<file path="config.mk">
export PLATFORM = sky130hd
export DESIGN_NAME = muldiv_sequencer_flat
export DESIGN_NICKNAME = d
export VERILOG_FILES = /design/src/rtl/muldiv_sequencer_if.sv /design/src/rtl/muldiv_sequencer.sv /design/src/flat_wrapper.sv
export SDC_FILE = /design/constraint.sdc
export NUM_CORES = 1
export LEC_CHECK = 0
export CAP_MARGIN = 10
export CORE_MARGIN = 3
export CORE_UTILIZATION = 57
export CTS_BUF_LIST = sky130_fd_sc_hd__clkbuf_16
export DETAILED_ROUTE_END_ITERATION = 8
export GPL_TIMING_DRIVEN = 0
export PLACE_DENSITY = 0.81
export SLEW_MARGIN = 20
export SYNTH_ARGS = -nofsm -noshare
export SYNTH_HDL_FRONTEND = slang
export SYNTH_SLANG_ARGS = --single-unit
</file>
<file path="constraint.sdc">
create_clock -name clk -period 16.9 [get_ports clk]
set_clock_uncertainty 0.15 [all_clocks]
set_input_delay 2.535 -clock clk [delete_from_list [all_inputs] [get_ports clk]]
set_output_delay 2.535 -clock clk [all_outputs]
set_load 0.005 [all_outputs]
</file>
<file path="src/rtl/muldiv_sequencer_if.sv">
// Handshake and result bundle between the EX stage and the mul/div sequencer.
interface muldiv_sequencer_if #(
    parameter int unsigned WIDTH = 32
);
    logic             start;
    logic [3:0]       alu_ctrl;
    logic [WIDTH-1:0] op_a;
    logic [WIDTH-1:0] op_b;
    logic             flush;
    logic             stall;
    logic             busy;
    logic             done;
    logic [WIDTH-1:0] result_lo;
    logic [WIDTH-1:0] result_hi;
    logic             div_by_zero;

    // EX-stage side: issues operations, observes stall and results.
    modport master (
        output start, alu_ctrl, op_a, op_b, flush,
        input  stall, busy, done, result_lo, result_hi, div_by_zero
    );

    // Sequencer side.
    modport slave (
        input  start, alu_ctrl, op_a, op_b, flush,
        output stall, busy, done, result_lo, result_hi, div_by_zero
    );
endinterface

</file>
<file path="src/rtl/muldiv_sequencer.sv">
// Iterative unsigned shift-add multiplier / restoring divider that stalls
// the pipeline for WIDTH cycles while it works.
module muldiv_sequencer #(
    parameter int unsigned WIDTH  = 32,
    parameter logic [3:0]  OP_MUL = 4'd5,
    parameter logic [3:0]  OP_DIV = 4'd4
) (
    input logic               clk,
    input logic               reset,
    muldiv_sequencer_if.slave bus
);
    localparam int unsigned    CNT_W    = (WIDTH > 1) ? $clog2(WIDTH) : 1;
    localparam logic [CNT_W-1:0] LAST_CNT = CNT_W'(WIDTH - 1);

    typedef enum logic [1:0] {IDLE, RUN, DONE} state_e;

    state_e             state_q, state_d;
    logic [CNT_W-1:0]   cnt_q, cnt_d;
    logic               is_div_q, is_div_d;
    logic [WIDTH-1:0]   opnd_q, opnd_d;
    logic [2*WIDTH-1:0] acc_q, acc_d;
    logic [WIDTH-1:0]   res_lo_q, res_lo_d;
    logic [WIDTH-1:0]   res_hi_q, res_hi_d;
    logic               dbz_q, dbz_d;

    logic               is_mul_op;
    logic               is_div_op;
    logic               accept;
    logic [WIDTH:0]     mul_sum;
    logic [WIDTH:0]     div_part;
    logic [WIDTH:0]     div_diff;
    logic               div_ge;
    logic [2*WIDTH-1:0] step;

    // Launch decode; flush and reset both veto a new operation.
    always_comb begin
        is_mul_op = (bus.alu_ctrl == OP_MUL);
        is_div_op = (bus.alu_ctrl == OP_DIV);
        accept    = (state_q == IDLE) && bus.start && (is_mul_op || is_div_op)
                    && !bus.flush && !reset;
    end

    // One iteration of the datapath. acc holds {hi, lo}:
    // multiply: {partial product, remaining multiplier bits}, shifted right;
    // divide:   {partial remainder, dividend/quotient bits}, shifted left.
    always_comb begin
        mul_sum  = {1'b0, acc_q[2*WIDTH-1:WIDTH]} + (acc_q[0] ? {1'b0, opnd_q} : '0);
        div_part = {acc_q[2*WIDTH-1:WIDTH], acc_q[WIDTH-1]};
        div_ge   = (div_part >= {1'b0, opnd_q});
        div_diff = div_part - {1'b0, opnd_q};
        if (is_div_q) begin
            step = div_ge ? {div_diff[WIDTH-1:0], acc_q[WIDTH-2:0], 1'b1}
                          : {acc_q[2*WIDTH-2:0], 1'b0};
        end else begin
            step = {mul_sum, acc_q[WIDTH-1:1]};
        end
    end

    // Next-state and working-register update.
    always_comb begin
        state_d  = state_q;
        cnt_d    = cnt_q;
        is_div_d = is_div_q;
        opnd_d   = opnd_q;
        acc_d    = acc_q;
        res_lo_d = res_lo_q;
        res_hi_d = res_hi_q;
        dbz_d    = dbz_q;
        case (state_q)
            IDLE: begin
                if (accept) begin
                    is_div_d = is_div_op;
                    if (is_div_op && (bus.op_b == '0)) begin
                        state_d  = DONE;
                        res_lo_d = '1;
                        res_hi_d = bus.op_a;
                        dbz_d    = 1'b1;
                    end else begin
                        state_d = RUN;
                        cnt_d   = '0;
                        opnd_d  = is_div_op ? bus.op_b : bus.op_a;
                        acc_d   = {{WIDTH{1'b0}}, (is_div_op ? bus.op_a : bus.op_b)};
                    end
                end
            end
            RUN: begin
                if (bus.flush) begin
                    state_d = IDLE;
                end else begin
                    acc_d = step;
                    if (cnt_q == LAST_CNT) begin
                        state_d  = DONE;
                        res_lo_d = step[WIDTH-1:0];
                        res_hi_d = step[2*WIDTH-1:WIDTH];
                        dbz_d    = 1'b0;
                    end else begin
                        cnt_d = cnt_q + CNT_W'(1);
                    end
                end
            end
            DONE:    state_d = IDLE;
            default: state_d = IDLE;
        endcase
    end

    // State and datapath registers.
    always_ff @(posedge clk or posedge reset) begin
        if (reset) begin
            state_q  <= IDLE;
            cnt_q    <= '0;
            is_div_q <= 1'b0;
            opnd_q   <= '0;
            acc_q    <= '0;
            res_lo_q <= '0;
            res_hi_q <= '0;
            dbz_q    <= 1'b0;
        end else begin
            state_q  <= state_d;
            cnt_q    <= cnt_d;
            is_div_q <= is_div_d;
            opnd_q   <= opnd_d;
            acc_q    <= acc_d;
            res_lo_q <= res_lo_d;
            res_hi_q <= res_hi_d;
            dbz_q    <= dbz_d;
        end
    end

    assign bus.stall       = accept || (state_q == RUN);
    assign bus.busy        = (state_q == RUN);
    assign bus.done        = (state_q == DONE);
    assign bus.result_lo   = res_lo_q;
    assign bus.result_hi   = res_hi_q;
    assign bus.div_by_zero = dbz_q;
endmodule

</file>
<file path="src/flat_wrapper.sv">
// flat-port wrapper written by rule: the top's interface ports become plain ports
module muldiv_sequencer_flat 
#(
    parameter int unsigned WIDTH  = 32,
    parameter logic [3:0]  OP_MUL = 4'd5,
    parameter logic [3:0]  OP_DIV = 4'd4
)
  (clk, reset, bus_start, bus_alu_ctrl, bus_op_a, bus_op_b, bus_flush, bus_stall, bus_busy, bus_done, bus_result_lo, bus_result_hi, bus_div_by_zero);
  muldiv_sequencer_if #(.WIDTH(WIDTH)) bus_i ();
  input logic clk;
  input logic reset;
  input wire logic [$bits(bus_i.start)-1:0] bus_start;
  input wire logic [$bits(bus_i.alu_ctrl)-1:0] bus_alu_ctrl;
  input wire logic [$bits(bus_i.op_a)-1:0] bus_op_a;
  input wire logic [$bits(bus_i.op_b)-1:0] bus_op_b;
  input wire logic [$bits(bus_i.flush)-1:0] bus_flush;
  output wire logic [$bits(bus_i.stall)-1:0] bus_stall;
  output wire logic [$bits(bus_i.busy)-1:0] bus_busy;
  output wire logic [$bits(bus_i.done)-1:0] bus_done;
  output wire logic [$bits(bus_i.result_lo)-1:0] bus_result_lo;
  output wire logic [$bits(bus_i.result_hi)-1:0] bus_result_hi;
  output wire logic [$bits(bus_i.div_by_zero)-1:0] bus_div_by_zero;
  assign bus_i.start = bus_start;
  assign bus_i.alu_ctrl = bus_alu_ctrl;
  assign bus_i.op_a = bus_op_a;
  assign bus_i.op_b = bus_op_b;
  assign bus_i.flush = bus_flush;
  assign bus_stall = bus_i.stall;
  assign bus_busy = bus_i.busy;
  assign bus_done = bus_i.done;
  assign bus_result_lo = bus_i.result_lo;
  assign bus_result_hi = bus_i.result_hi;
  assign bus_div_by_zero = bus_i.div_by_zero;
  muldiv_sequencer #(.WIDTH(WIDTH), .OP_MUL(OP_MUL), .OP_DIV(OP_DIV)) u_core (.clk(clk), .reset(reset), .bus(bus_i));
endmodule
</file>
# Word-level counts from Yosys, hierarchy flattened
# Index checks and enable logic that the tools add are counted.
# classes
addsub	3
mul	0
div	0
n_lt_le_gt_ge	1
eq_ne	12
shift	0
n_mux	34
n_bitwise	1
reduce_logical	18
# op_table
operator	count
$mux W32	11
$mux W64	5
$pmux W32 S2	2
$pmux W64 S2	1
$add A32 B32 Y33	1
$ge A33 B32 Y1	1
$logic_not A32 Y1	1
$sub A32 B32 Y32	1
$mux W5	4
$pmux W5 S2	1
$reduce_and A5 Y1	2
$eq A4 B3 Y1 const B	2
$mux W2	4
$ne A2 B2 Y1 const B	4
$add A5 B1 Y5 const B	1
$eq A5 B5 Y1 const B	1
$logic_and A1 B1 Y1	5
$mux W1	4
$ne A2 B1 Y1 const B	2
$pmux W2 S2	1
$reduce_and A2 Y1	2
$reduce_and A4 Y1	1
$ne A3 B2 Y1 const B	1
$reduce_and A3 Y1	1
8 further kinds	10
# word_totals
register_bits	169
latchBits	0
ramBits	0
mem_bits_ro	0
input_bits	72
out_inout_bits	68
wordCells	77
mem_count	0

# Depth between registers and ports, before layout
# Gate-level depths: netlist of run 1.
# logic_depth
ltp_word	7
mapped_depth	15
ltp_nobuf	14

# Least setup slack after synthesis of run 1
# No wires, ideal clock.
# synth_timing
path_kind	input -> output
start	input reset
end	output bus_stall
t_arrival_ns	7.175
required_time_ns	14.215
path_slack_ns	7.040
cell_stages	3
n_path_buf	0
path_cell_list	inv_1 > nand4_1 > nand2_1
# synth_between
elab_chain_cells	3
# synth_rtl
item	line_no	rtl
start, declared	flat_wrapper.sv:11	input logic reset;
$logic_not A1 Y1	muldiv_sequencer.sv:40	&& !bus.flush && !reset;
$logic_and A1 B1 Y1	muldiv_sequencer.sv:40	
$logic_or A1 B1 Y1	muldiv_sequencer.sv:129	assign bus.stall = accept || (state_q == RUN);
end, declared	flat_wrapper.sv:17	output wire logic [$bits(bus_i.stall)-1:0] bus_stall;
# Every way passes these cells.

# Worst setup path after layout of run 1
# Ends and elaborated chain as after synthesis.

==> impl_metrics.env, run 1 <==
export IMPL_tightest_slew_ps=1020
export IMPL_drt_first_pass_iters=8
export IMPL_drt_wl_total_um=45000
export IMPL_rsz0062_at_grt="no"
export IMPL_final_setup_viol_count=0
export IMPL_required_ps=14220
export IMPL_finalHoldViolCount=0
export IMPL_place_port_buffers=139
export IMPL_maxCapViolations=0
export IMPL_path_max_fanout=104
export IMPL_final_area_mm2=0.0144
export IMPL_async_flop_share_pct=100
export IMPL_first_global_vias=11939
export IMPL_final_util_pct=70.1
export IMPL_post_cts_setup_buffer_count=0
export IMPL_wl_met3_um=5420
export IMPL_crit_path_end_kind="output pin"
export IMPL_synth_main_ff_cell="dfrtp_1"
export IMPL_cts_clk_slew_worst_paths_ps=70
export IMPL_crit_start="reset"
export IMPL_seq_area_frac_synth_pct=35.0
export IMPL_grtUsageTotal_pct=39.1
export IMPL_met1_length_um=17600
export IMPL_slowest_delay_ps=560
export IMPL_power_switching_uw=587
export IMPL_place_inst=1865
export IMPL_swShare_pct=40.2
export IMPL_start_kind="input port"
export IMPL_drt_initial_drc_count=1803
export IMPL_grt_start_max_net_pins=105
export IMPL_p_total_mw=1.46
export IMPL_avgRoutedWirePerCell_um=23.7
export IMPL_finalCriticalPeriod_ps=7590
export IMPL_cp_buffers_inverters=3
export IMPL_syn_to_final_growth_pct=19.2
export IMPL_avgSynthCellArea_um2=8.31
export IMPL_setup_tns_ps=0
export IMPL_core_area_mm2=0.0206
export IMPL_gp_congestion=1.05
export IMPL_cts_sinks=169
export IMPL_crit_path_end="bus_stall"
export IMPL_die_height_um=152
export IMPL_cts_tree="built"
export IMPL_synthDistinctLibCells=66
export IMPL_route_vias_total=12580
export IMPL_r2r_start="u_core.state_q[1]$_DFFE_PP0P_"
export IMPL_r2r_slack_ps=11990
export IMPL_routed_top_layer="met4"
export IMPL_holdWs_ps=364
export IMPL_row_count=52
export IMPL_path_cells="clkdlybuf4s50_1 > inv_8 > nand4_1 > nand2_1 > clkdlybuf4s50_1"
export IMPL_drc=0
export IMPL_post_cts_resized=0
export IMPL_powerDensity_mw_per_mm2=101
export IMPL_cts_root_buf="clkbuf_16"
export IMPL_outcome="finished clean"
export IMPL_p_comb_share_pct=37.8
export IMPL_seq_power_share_pct=35.9
export IMPL_clockBufferDepth=2
export IMPL_max_freq_ghz=0.132
export IMPL_crit_type="in -> out"
export IMPL_fin_crit_sh_pct=44.9
export IMPL_synth_seq_cells=169
export IMPL_fillers=1660
export IMPL_cpMaxStageDelayCell="inv_8"
export IMPL_postPlaceCellArea_mm2=0.0138
export IMPL_ir_worst_vdd_uv=71.7
export IMPL_cts_made_buffers=17
export IMPL_r2r_cells=11
export IMPL_internal_power_uw=874
export IMPL_wl_met2_um=19300
export IMPL_preCtsSetupSlack_ps=9310
export IMPL_fin_nets=1754
export IMPL_slew_viol_final=0
export IMPL_p_clk_share_pct=26.4
export IMPL_relSlewSlack_pct=31.9
export IMPL_io_pins=140
export IMPL_cp_depth=5
export IMPL_grt_pass1_wl_um=68100
export IMPL_start_util_pct=58.8
export IMPL_grt_overflow=0
export IMPL_antenna_found_initial=1
export IMPL_leakage_nw=6.67
export IMPL_synth_area_mm2=0.0121
export IMPL_die_w_um=152
export IMPL_hold_buffers=0
export IMPL_layoutNonFillerInstCount=1897
export IMPL_synth_edf_count=0
export IMPL_die_area_mm2=0.0230
export IMPL_drive_gt1_share_pct=3.87
export IMPL_multi_input_area_mm2=0.00726
export IMPL_ys_warn_count=0
export IMPL_hp_class="reg -> reg"
export IMPL_cpMostUsedCell="clkdlybuf4s50_1"
export IMPL_ant_nets=0
export IMPL_place_hpwl_um=34200
export IMPL_synth_cells=1455
export IMPL_finalWorstSetupSlack_ps=9310
export IMPL_cp_arrival_ps=4910
export IMPL_r2r_end="u_core.bus.result_hi[9]$_DFFE_PP0P_"
export IMPL_htree_levels=4
export IMPL_viasPerCell=6.63
export IMPL_crit_family="buffers and inverters"
export IMPL_layout_area_seq_mm2=0.00423
export IMPL_clkLatencyLatePin_ps=440
export IMPL_syn_nets=1595
## sequential cells by signal (all words and copies together) (netlist names)
name / count
u_core.opnd_q: 32
u_core.acc_q: 64
u_core.bus.result_hi: 32
u_core.bus.div_by_zero: 1
u_core.cnt_q: 5
u_core.bus.result_lo: 32
u_core.is_div_q: 1
u_core.state_q: 2
## cells in the mapped netlist (10+ instances only)
master | n | share of area, %
a211oi_1 | 23 | 1.4
a21o_1 | 56 | 3.5
a21oi_1 | 98 | 4.1
a221oi_1 | 19 | 1.4
a311oi_1 | 15 | 1.1
a31oi_1 | 63 | 3.3
and2_1 | 35 | 1.8
and3_1 | 14 | 0.72
clkbuf_1 | 90 | 2.8
dfrtp_1 | 169 | 35
ha_1 | 66 | 6.8
inv_1 | 53 | 1.6
mux2_2 | 16 | 1.5
mux2i_1 | 56 | 4.6
nand2_1 | 201 | 6.2
nand3_1 | 14 | 0.58
nand4_1 | 18 | 0.93
nor2_1 | 151 | 4.7
nor2b_1 | 21 | 1.1
nor3_1 | 11 | 0.46
o21ai_0 | 63 | 2.6
o21bai_1 | 10 | 0.62
o22a_1 | 14 | 1.0
o22ai_1 | 10 | 0.52
xnor2_1 | 34 | 2.5
xor2_1 | 25 | 1.8
## cell type report
| type | count | share of cell area [%] |
|---|---|---|
| sequential | 169 | 29.3 |
| antenna | 1 | 0.0174 |
| multi-input combinational | 1134 | 50.4 |
| clock inverter | 14 | 0.920 |
| clock buffer | 17 | 2.95 |
| timing repair buffer | 140 | 9.85 |
| tap | 270 | 2.34 |
| buffer | 99 | 2.77 |
| inverter | 53 | 1.43 |
## worst register-to-register path: stages, from the launching register on
cell and delay [ps]:
dfrtp_1 410, nand2b_1 150, clkbuf_1 160, nor2_1 620, and2_1 220, clkbuf_1 530, nor2_1 390, inv_1 390
clkbuf_1 640, clkbuf_1 780, nor2_1 140, a31oi_1 220
## metal layers
| layer | up-vias | track usage, % |
|---|---|---|
| met5 | - | 0 |
| met4 | 0 | 19.3 |
| met3 | 192 | 8.83 |
| met2 | 894 | 58.4 |
| met1 | 5940 | 53.8 |
| li1 | 5554 | - |
## kinds of logic (layout without fill, tap and decap cells)
kind of cell / Yosys count / count (layout) / synth area share (%)
buf+inv: 152 / 323 / 4.95
other cells: 0 / 1 / 0
fa+ha+maj: 68 / 68 / 7.16
simple gates: 497 / 497 / 18.3
mux: 73 / 73 / 6.22
compound gates: 437 / 437 / 24.1
xor+xnor: 59 / 59 / 4.28
flops: 169 / 169 / 35.0
## worst min-delay path by stage
stage                                         start                              endpoint  slack [ps]  cells after the start
2_1_floorplan          u_core.acc_q[30]$_DFFE_PP0P_          u_core.acc_q[30]$_DFFE_PP0P_         310                      1
3_3_place_gp           u_core.acc_q[26]$_DFFE_PP0P_          u_core.acc_q[26]$_DFFE_PP0P_         330                      1
3_5_place_dp     u_core.bus.div_by_zero$_DFFE_PP0P_    u_core.bus.div_by_zero$_DFFE_PP0P_         340                      2
4_1_cts                u_core.acc_q[19]$_DFFE_PP0P_          u_core.acc_q[19]$_DFFE_PP0P_         360                      1
5_1_grt         u_core.bus.result_hi[7]$_DFFE_PP0P_   u_core.bus.result_hi[7]$_DFFE_PP0P_         380                      1
6_report       u_core.bus.result_hi[22]$_DFFE_PP0P_  u_core.bus.result_hi[22]$_DFFE_PP0P_         360                      1
## power groups by stage
stage          Sequential (mW)  Clock, mW  Combinational (mW)
4_1_cts                  0.518      0.381               0.538
6_report                 0.524      0.385               0.552
5_1_grt                  0.527      0.396               0.602
3_5_place_dp             0.525          0               0.530
2_1_floorplan            0.497          0               0.394
3_3_place_gp             0.523          0               0.519
## cell usage in the layout, fill, tap and decap left out, types with 15 or more instances in the layout
cell,n
a221oi_1,19
nand2_1,201
inv_1,52
a311oi_1,15
ha_1,66
o21ai_0,63
mux2_2,16
dfrtp_1,169
a21oi_1,98
nor2_1,151
a31oi_1,63
nand4_1,18
xor2_1,25
mux2i_1,56
a21o_1,56
clkbuf_16,17
a211oi_1,23
xnor2_1,34
clkbuf_1,90
clkdlybuf4s50_1,139
and2_1,35
nor2b_1,21
Note: power is estimated with default switching activity, not from simulation.
==> inputs of run 2 (changes only) <==
Settings changed: CORE_UTILIZATION 57 to 52, PLACE_DENSITY 0.81 to 0.78.
Clock period 16.9 ns to 6.4 ns, I/O delays scaled along.
==> impl_metrics.env, run 2 (synthesis gave the netlist of run 1 again) <==
export IMPL_outcome="finished clean"
export IMPL_post_cts_setup_buffer_count=0
export IMPL_drt_first_pass_iters=6
export IMPL_leakage_nw=6.72
export IMPL_syn_to_final_growth_pct=20.3
export IMPL_hp_class="reg -> reg"
export IMPL_drc=0
export IMPL_mostFrequentLayoutCells="201 x nand2_1, 169 x dfrtp_1, 151 x nor2_1, 139 x clkdlybuf4s50_1, 98 x a21oi_1"
export IMPL_cpMaxStageDelayCell="clkbuf_1"
export IMPL_ir_worst_vdd_uv=210
export IMPL_final_common_cell="nand2_1"
export IMPL_core_area_mm2=0.0227
export IMPL_post_cts_resized=0
export IMPL_place_hpwl_um=35000
export IMPL_gp_congestion=1.05
export IMPL_finalCriticalPeriod_ps=4960
export IMPL_cts_tree="built"
export IMPL_holdWs_ps=362
export IMPL_cp_arrival_ps=5160
export IMPL_route_vias_total=12418
export IMPL_cts_root_buf="clkbuf_16"
export IMPL_ant_nets=0
export IMPL_diodes=0
export IMPL_largest_reg_flops=64
export IMPL_tightest_slew_ps=1080
export IMPL_r2r_cells=11
export IMPL_die_w_um=158
export IMPL_hold_buffers=0
export IMPL_crit_path_end_kind="register"
export IMPL_fillers=1936
export IMPL_viasPerCell=6.48
export IMPL_max_freq_ghz=0.202
export IMPL_antenna_found_initial=0
export IMPL_die_height_um=158
export IMPL_rsz0062_at_grt="no"
export IMPL_first_global_vias=11925
export IMPL_slew_viol_final=0
export IMPL_io_pins=140
export IMPL_cts_made_buffers=17
export IMPL_final_setup_viol_count=0
export IMPL_die_area_mm2=0.0251
export IMPL_crit_type="in -> reg"
export IMPL_setup_tns_ps=0
export IMPL_finalHoldViolCount=0
export IMPL_required_ps=6600
export IMPL_cts_clk_slew_worst_paths_ps=70
export IMPL_slowest_delay_ps=770
export IMPL_r2r_end="u_core.bus.result_hi[12]$_DFFE_PP0P_"
export IMPL_grtUsageTotal_pct=36.1
export IMPL_avgRoutedWirePerCell_um=23.5
export IMPL_start_kind="input port"
export IMPL_maxCapViolations=0
export IMPL_regMostFlops="u_core.acc_q"
export IMPL_fin_crit_sh_pct=77.5
export IMPL_htree_levels=4
export IMPL_start_util_pct=53.2
export IMPL_grt_pass1_wl_um=68600
export IMPL_min_from="u_core.acc_q[30]$_DFFE_PP0P_"
export IMPL_drt_initial_drc_count=1737
export IMPL_path_cells="clkdlybuf4s50_1 > nor2_1 > and2_1 > clkbuf_1 > nor2_1 > inv_1 > clkbuf_1 > clkbuf_1 > nor2_1 > nor3_1"
export IMPL_r2r_start="u_core.state_q[1]$_DFFE_PP0P_"
export IMPL_grt_start_max_net_pins=34
export IMPL_clockBufferDepth=2
export IMPL_multi_input_area_mm2=0.00726
export IMPL_drive_gt1_share_pct=4.17
export IMPL_relSlewSlack_pct=27.8
export IMPL_row_count=55
export IMPL_fin_nets=1759
export IMPL_final_util_pct=64.0
export IMPL_min_path_cells=1
export IMPL_drt_wl_total_um=45100
export IMPL_place_port_buffers=139
export IMPL_layout_area_seq_mm2=0.00423
export IMPL_clkLatencyLatePin_ps=450
export IMPL_path_max_fanout=10
export IMPL_r2r_slack_ps=1740
export IMPL_crit_start="bus_flush"
export IMPL_hold_path_end="u_core.acc_q[30]$_DFFE_PP0P_"
export IMPL_powerDensity_mw_per_mm2=267
export IMPL_grt_overflow=0
export IMPL_cts_sinks=169
[run 2: cell types whose count changed in the layout (fill, tap and decap cells not counted)]
cell / previous run / this run
buf_12: 0 / 5
inv_6: 8 / 4
inv_8: 3 / 5
clkinv_1: 0 / 1
clkinv_4: 1 / 2
clkinv_8: 1 / 2
diode_2: 1 / 0
[run 2: through the flow]
step | area [um2] | power, mW | cells | setup WS (ps)
final | 14500 | 3.89 | 1917 | 1440
after global routing | 14500 | 4.07 | 1917 | 1430
after CTS | 14500 | 3.83 | 1917 | 1630
after detailed placement | 14000 | 2.80 | 1885 | 1250
after global placement | 13800 | 2.76 | 1879 | -2260
after floorplan | 12100 | 2.35 | 1455 | 883
[run 2: cell type report]
type                    count  area share, %
multi-input cells        1134           49.9
flip-flops and latches    169           29.1
repair buffers            145           10.4
clock buffers              17           2.93
plain buffers              99           2.74
well taps                 285           2.45
inverters                  53           1.39
clock inverters            15           1.05
[run 2: worst max path at each step]
stage | to | slack, ps
3_3_place_gp | u_core.bus.result_hi[7]$_DFFE_PP0P_ | -2260
2_1_floorplan | u_core.bus.result_hi[10]$_DFFE_PP0P_ | 880
3_5_place_dp | u_core.bus.result_hi[12]$_DFFE_PP0P_ | 1250
4_1_cts | u_core.bus.result_hi[12]$_DFFE_PP0P_ | 1630
6_report | u_core.bus.result_hi[12]$_DFFE_PP0P_ | 1440
5_1_grt | u_core.bus.result_hi[12]$_DFFE_PP0P_ | 1430
[run 2: per-layer routing]
layer  global-route usage (%)  vias to the layer above  share of wire [%]
met4                     16.2                        0                4.5
li1                         -                     5550                  -
met2                     56.2                      777                 45
met1                     48.8                     5945                 39
met3                     7.39                      146                 11
met5                        0                        -                  0
[run 2: critical path: cells and delay by family]
| family | cells | cell delay (ps) |
|---|---|---|
| buffers and inverters | 5 | 2690 |
| and+or+nand+nor | 5 | 1490 |
[run 2: report_power, final]
| part | total [mW] | internal, mW | switching (mW) |
|---|---|---|---|
| Clock | 1.04 | 0.521 | 0.515 |
| Sequential | 1.38 | 1.21 | 0.171 |
| Combinational | 1.47 | 0.593 | 0.877 |
==> inputs of run 3 (changes only) <==
Clock period 6.4 ns to 4.1 ns, I/O delays scaled along.
==> impl_metrics.env, run 3 (synthesis gave the netlist of run 1 again) <==
export IMPL_slew_viol_final=0
export IMPL_clkLatencyLatePin_ps=440
export IMPL_path_max_fanout=10
export IMPL_route_vias_total=12352
export IMPL_place_port_buffers=139
export IMPL_r2r_cells=13
export IMPL_drive_gt1_share_pct=6.07
export IMPL_multi_input_area_mm2=0.00731
export IMPL_regMostFlops="u_core.acc_q"
export IMPL_die_height_um=158
export IMPL_relSlewSlack_pct=28.6
export IMPL_die_w_um=158
export IMPL_required_ps=4310
export IMPL_io_pins=140
export IMPL_htree_levels=4
export IMPL_avgRoutedWirePerCell_um=23.8
export IMPL_ant_nets=0
export IMPL_place_hpwl_um=35500
export IMPL_leakage_nw=6.81
export IMPL_ir_worst_vdd_uv=389
export IMPL_drt_first_pass_iters=6
export IMPL_drc=0
export IMPL_cp_arrival_ps=4150
export IMPL_layout_area_seq_mm2=0.00423
export IMPL_maxCapViolations=0
export IMPL_gp_congestion=0.980
export IMPL_row_count=55
export IMPL_rsz0062_at_grt="no"
export IMPL_syn_to_final_growth_pct=21.8
export IMPL_outcome="finished clean"
export IMPL_start_util_pct=53.2
export IMPL_fillers=1984
export IMPL_final_util_pct=64.8
export IMPL_first_global_vias=11869
export IMPL_final_common_cell="nand2_1"
export IMPL_grt_start_max_net_pins=35
export IMPL_final_setup_viol_count=0
export IMPL_fin_nets=1759
export IMPL_fin_crit_sh_pct=96.2
export IMPL_cts_made_buffers=17
export IMPL_r2r_slack_ps=160
export IMPL_p_total_mw=6.25
export IMPL_r2r_end="u_core.bus.result_hi[30]$_DFFE_PP0P_"
export IMPL_largest_reg_flops=64
export IMPL_clockBufferDepth=2
export IMPL_cts_root_buf="clkbuf_16"
export IMPL_hp_class="in -> async"
export IMPL_cts_tree="built"
export IMPL_finalCriticalPeriod_ps=3940
export IMPL_drt_initial_drc_count=1615
export IMPL_cts_sinks=169
export IMPL_drt_wl_total_um=45600
export IMPL_hold_buffers=0
export IMPL_tightest_slew_ps=1070
export IMPL_crit_type="reg -> reg"
export IMPL_grt_pass1_wl_um=68800
export IMPL_antenna_found_initial=0
export IMPL_grtUsageTotal_pct=36.1
export IMPL_crit_path_end_kind="register"
export IMPL_crit_path_end="u_core.bus.result_hi[30]$_DFFE_PP0P_"
export IMPL_viasPerCell=6.45
export IMPL_r2r_start="u_core.acc_q[0]$_DFFE_PP0P_"
export IMPL_core_area_mm2=0.0227
export IMPL_mostFrequentLayoutCells="201 x nand2_1, 169 x dfrtp_1, 149 x nor2_1, 139 x clkdlybuf4s50_1, 97 x a21oi_1"
export IMPL_diodes=0
export IMPL_die_area_mm2=0.0251
export IMPL_cts_clk_slew_worst_paths_ps=70
export IMPL_finalHoldViolCount=0
export IMPL_powerDensity_mw_per_mm2=425
export IMPL_max_freq_ghz=0.254
export IMPL_grt_overflow=0
export IMPL_start_kind="register"
export IMPL_crit_start="u_core.acc_q[0]$_DFFE_PP0P_"
[run 3: cell count changes in the layout (fill, tap and decap cells not counted), moves of 3 or more]
| cell | previous run | this run |
|---|---|---|
| o21ai_0 | 63 | 58 |
| clkbuf_1 | 90 | 71 |
| inv_8 | 5 | 1 |
| clkbuf_2 | 0 | 8 |
| clkbuf_4 | 0 | 7 |
| o21ai_1 | 4 | 9 |
| bufinv_16 | 0 | 4 |
| buf_4 | 1 | 4 |
| clkbuf_8 | 0 | 3 |
[run 3: how the worst min path moves through the flow]
| stage | start | end | slack [ps] |
|---|---|---|---|
| floorplan | u_core.acc_q[30]$_DFFE_PP0P_ | u_core.acc_q[30]$_DFFE_PP0P_ | 310 |
| global placement | u_core.acc_q[20]$_DFFE_PP0P_ | u_core.acc_q[20]$_DFFE_PP0P_ | 330 |
| detailed placement | u_core.acc_q[26]$_DFFE_PP0P_ | u_core.acc_q[26]$_DFFE_PP0P_ | 340 |
| CTS | reset | u_core.bus.result_lo[6]$_DFFE_PP0P_ | 360 |
| global route | reset | u_core.bus.result_lo[2]$_DFFE_PP0P_ | 370 |
| finish | reset | u_core.bus.result_hi[9]$_DFFE_PP0P_ | 350 |
[run 3: cell type report]
cell class                 instances  share of cell area (%)
timing repair buffer             146                    10.2
clock inverter                    14                    1.41
sequential                       169                    28.7
tap                              285                    2.42
buffer                            98                    3.21
inverter                          53                    1.38
multi-input combinational       1134                    49.7
clock buffer                      17                    2.89
[run 3: where the power goes]
part	switching, mW	internal [mW]	leakage, nW
sequential	0.271	1.89	2.22
clock	0.753	1.03	0.304
combinational	1.37	0.930	4.29
total	2.40	3.85	6.81
[run 3: layer usage]
layer  up-vias  routed length (um)  track usage [%]  share of wire, %
li1       5559                   -                -                 -
met1      5884               18200             49.7                40
met2       754               20200             56.1                44
met3       155                4810             6.39                11
met4         0                2350             15.9               5.2
met5         -                   0                0                 0
[run 3: repair_timing]
item / 4_1_cts / 5_1_grt
pin swaps: 0 / 1
endpoints found under the setup margin: 18 / 61
buffers inserted: 0 / 2
endpoints found under the hold margin: 0 / 0
cloned: 0 / 0
resized for setup: 4 / 10
[run 3: critical path, cell delays in order, from the launching register on]
cell and delay, ps:
dfrtp_1 490, clkbuf_1 260, and2_1 220, ha_1 320, o21ai_1 100, o211a_1 240, or3_1 430, o31ai_2 340
a31oi_1 250, a31oi_1 260, xor2_1 190, nor2_1 70, a311o_1 390, a21oi_1 150
[run 3: per-stage QoR]
step	setup TNS [ps]	setup slack, ps	instances	hold slack [ps]	instance area (um2)
3_5_place_dp	-24250	-714	1884	340	14000
4_1_cts	0	1.21	1915	355	14700
2_1_floorplan	-110260	-767	1455	306	12200
3_3_place_gp	-593240	-3440	1879	333	13900
5_1_grt	0	6.32	1916	373	14700
6_report	0	155	1916	347	14700
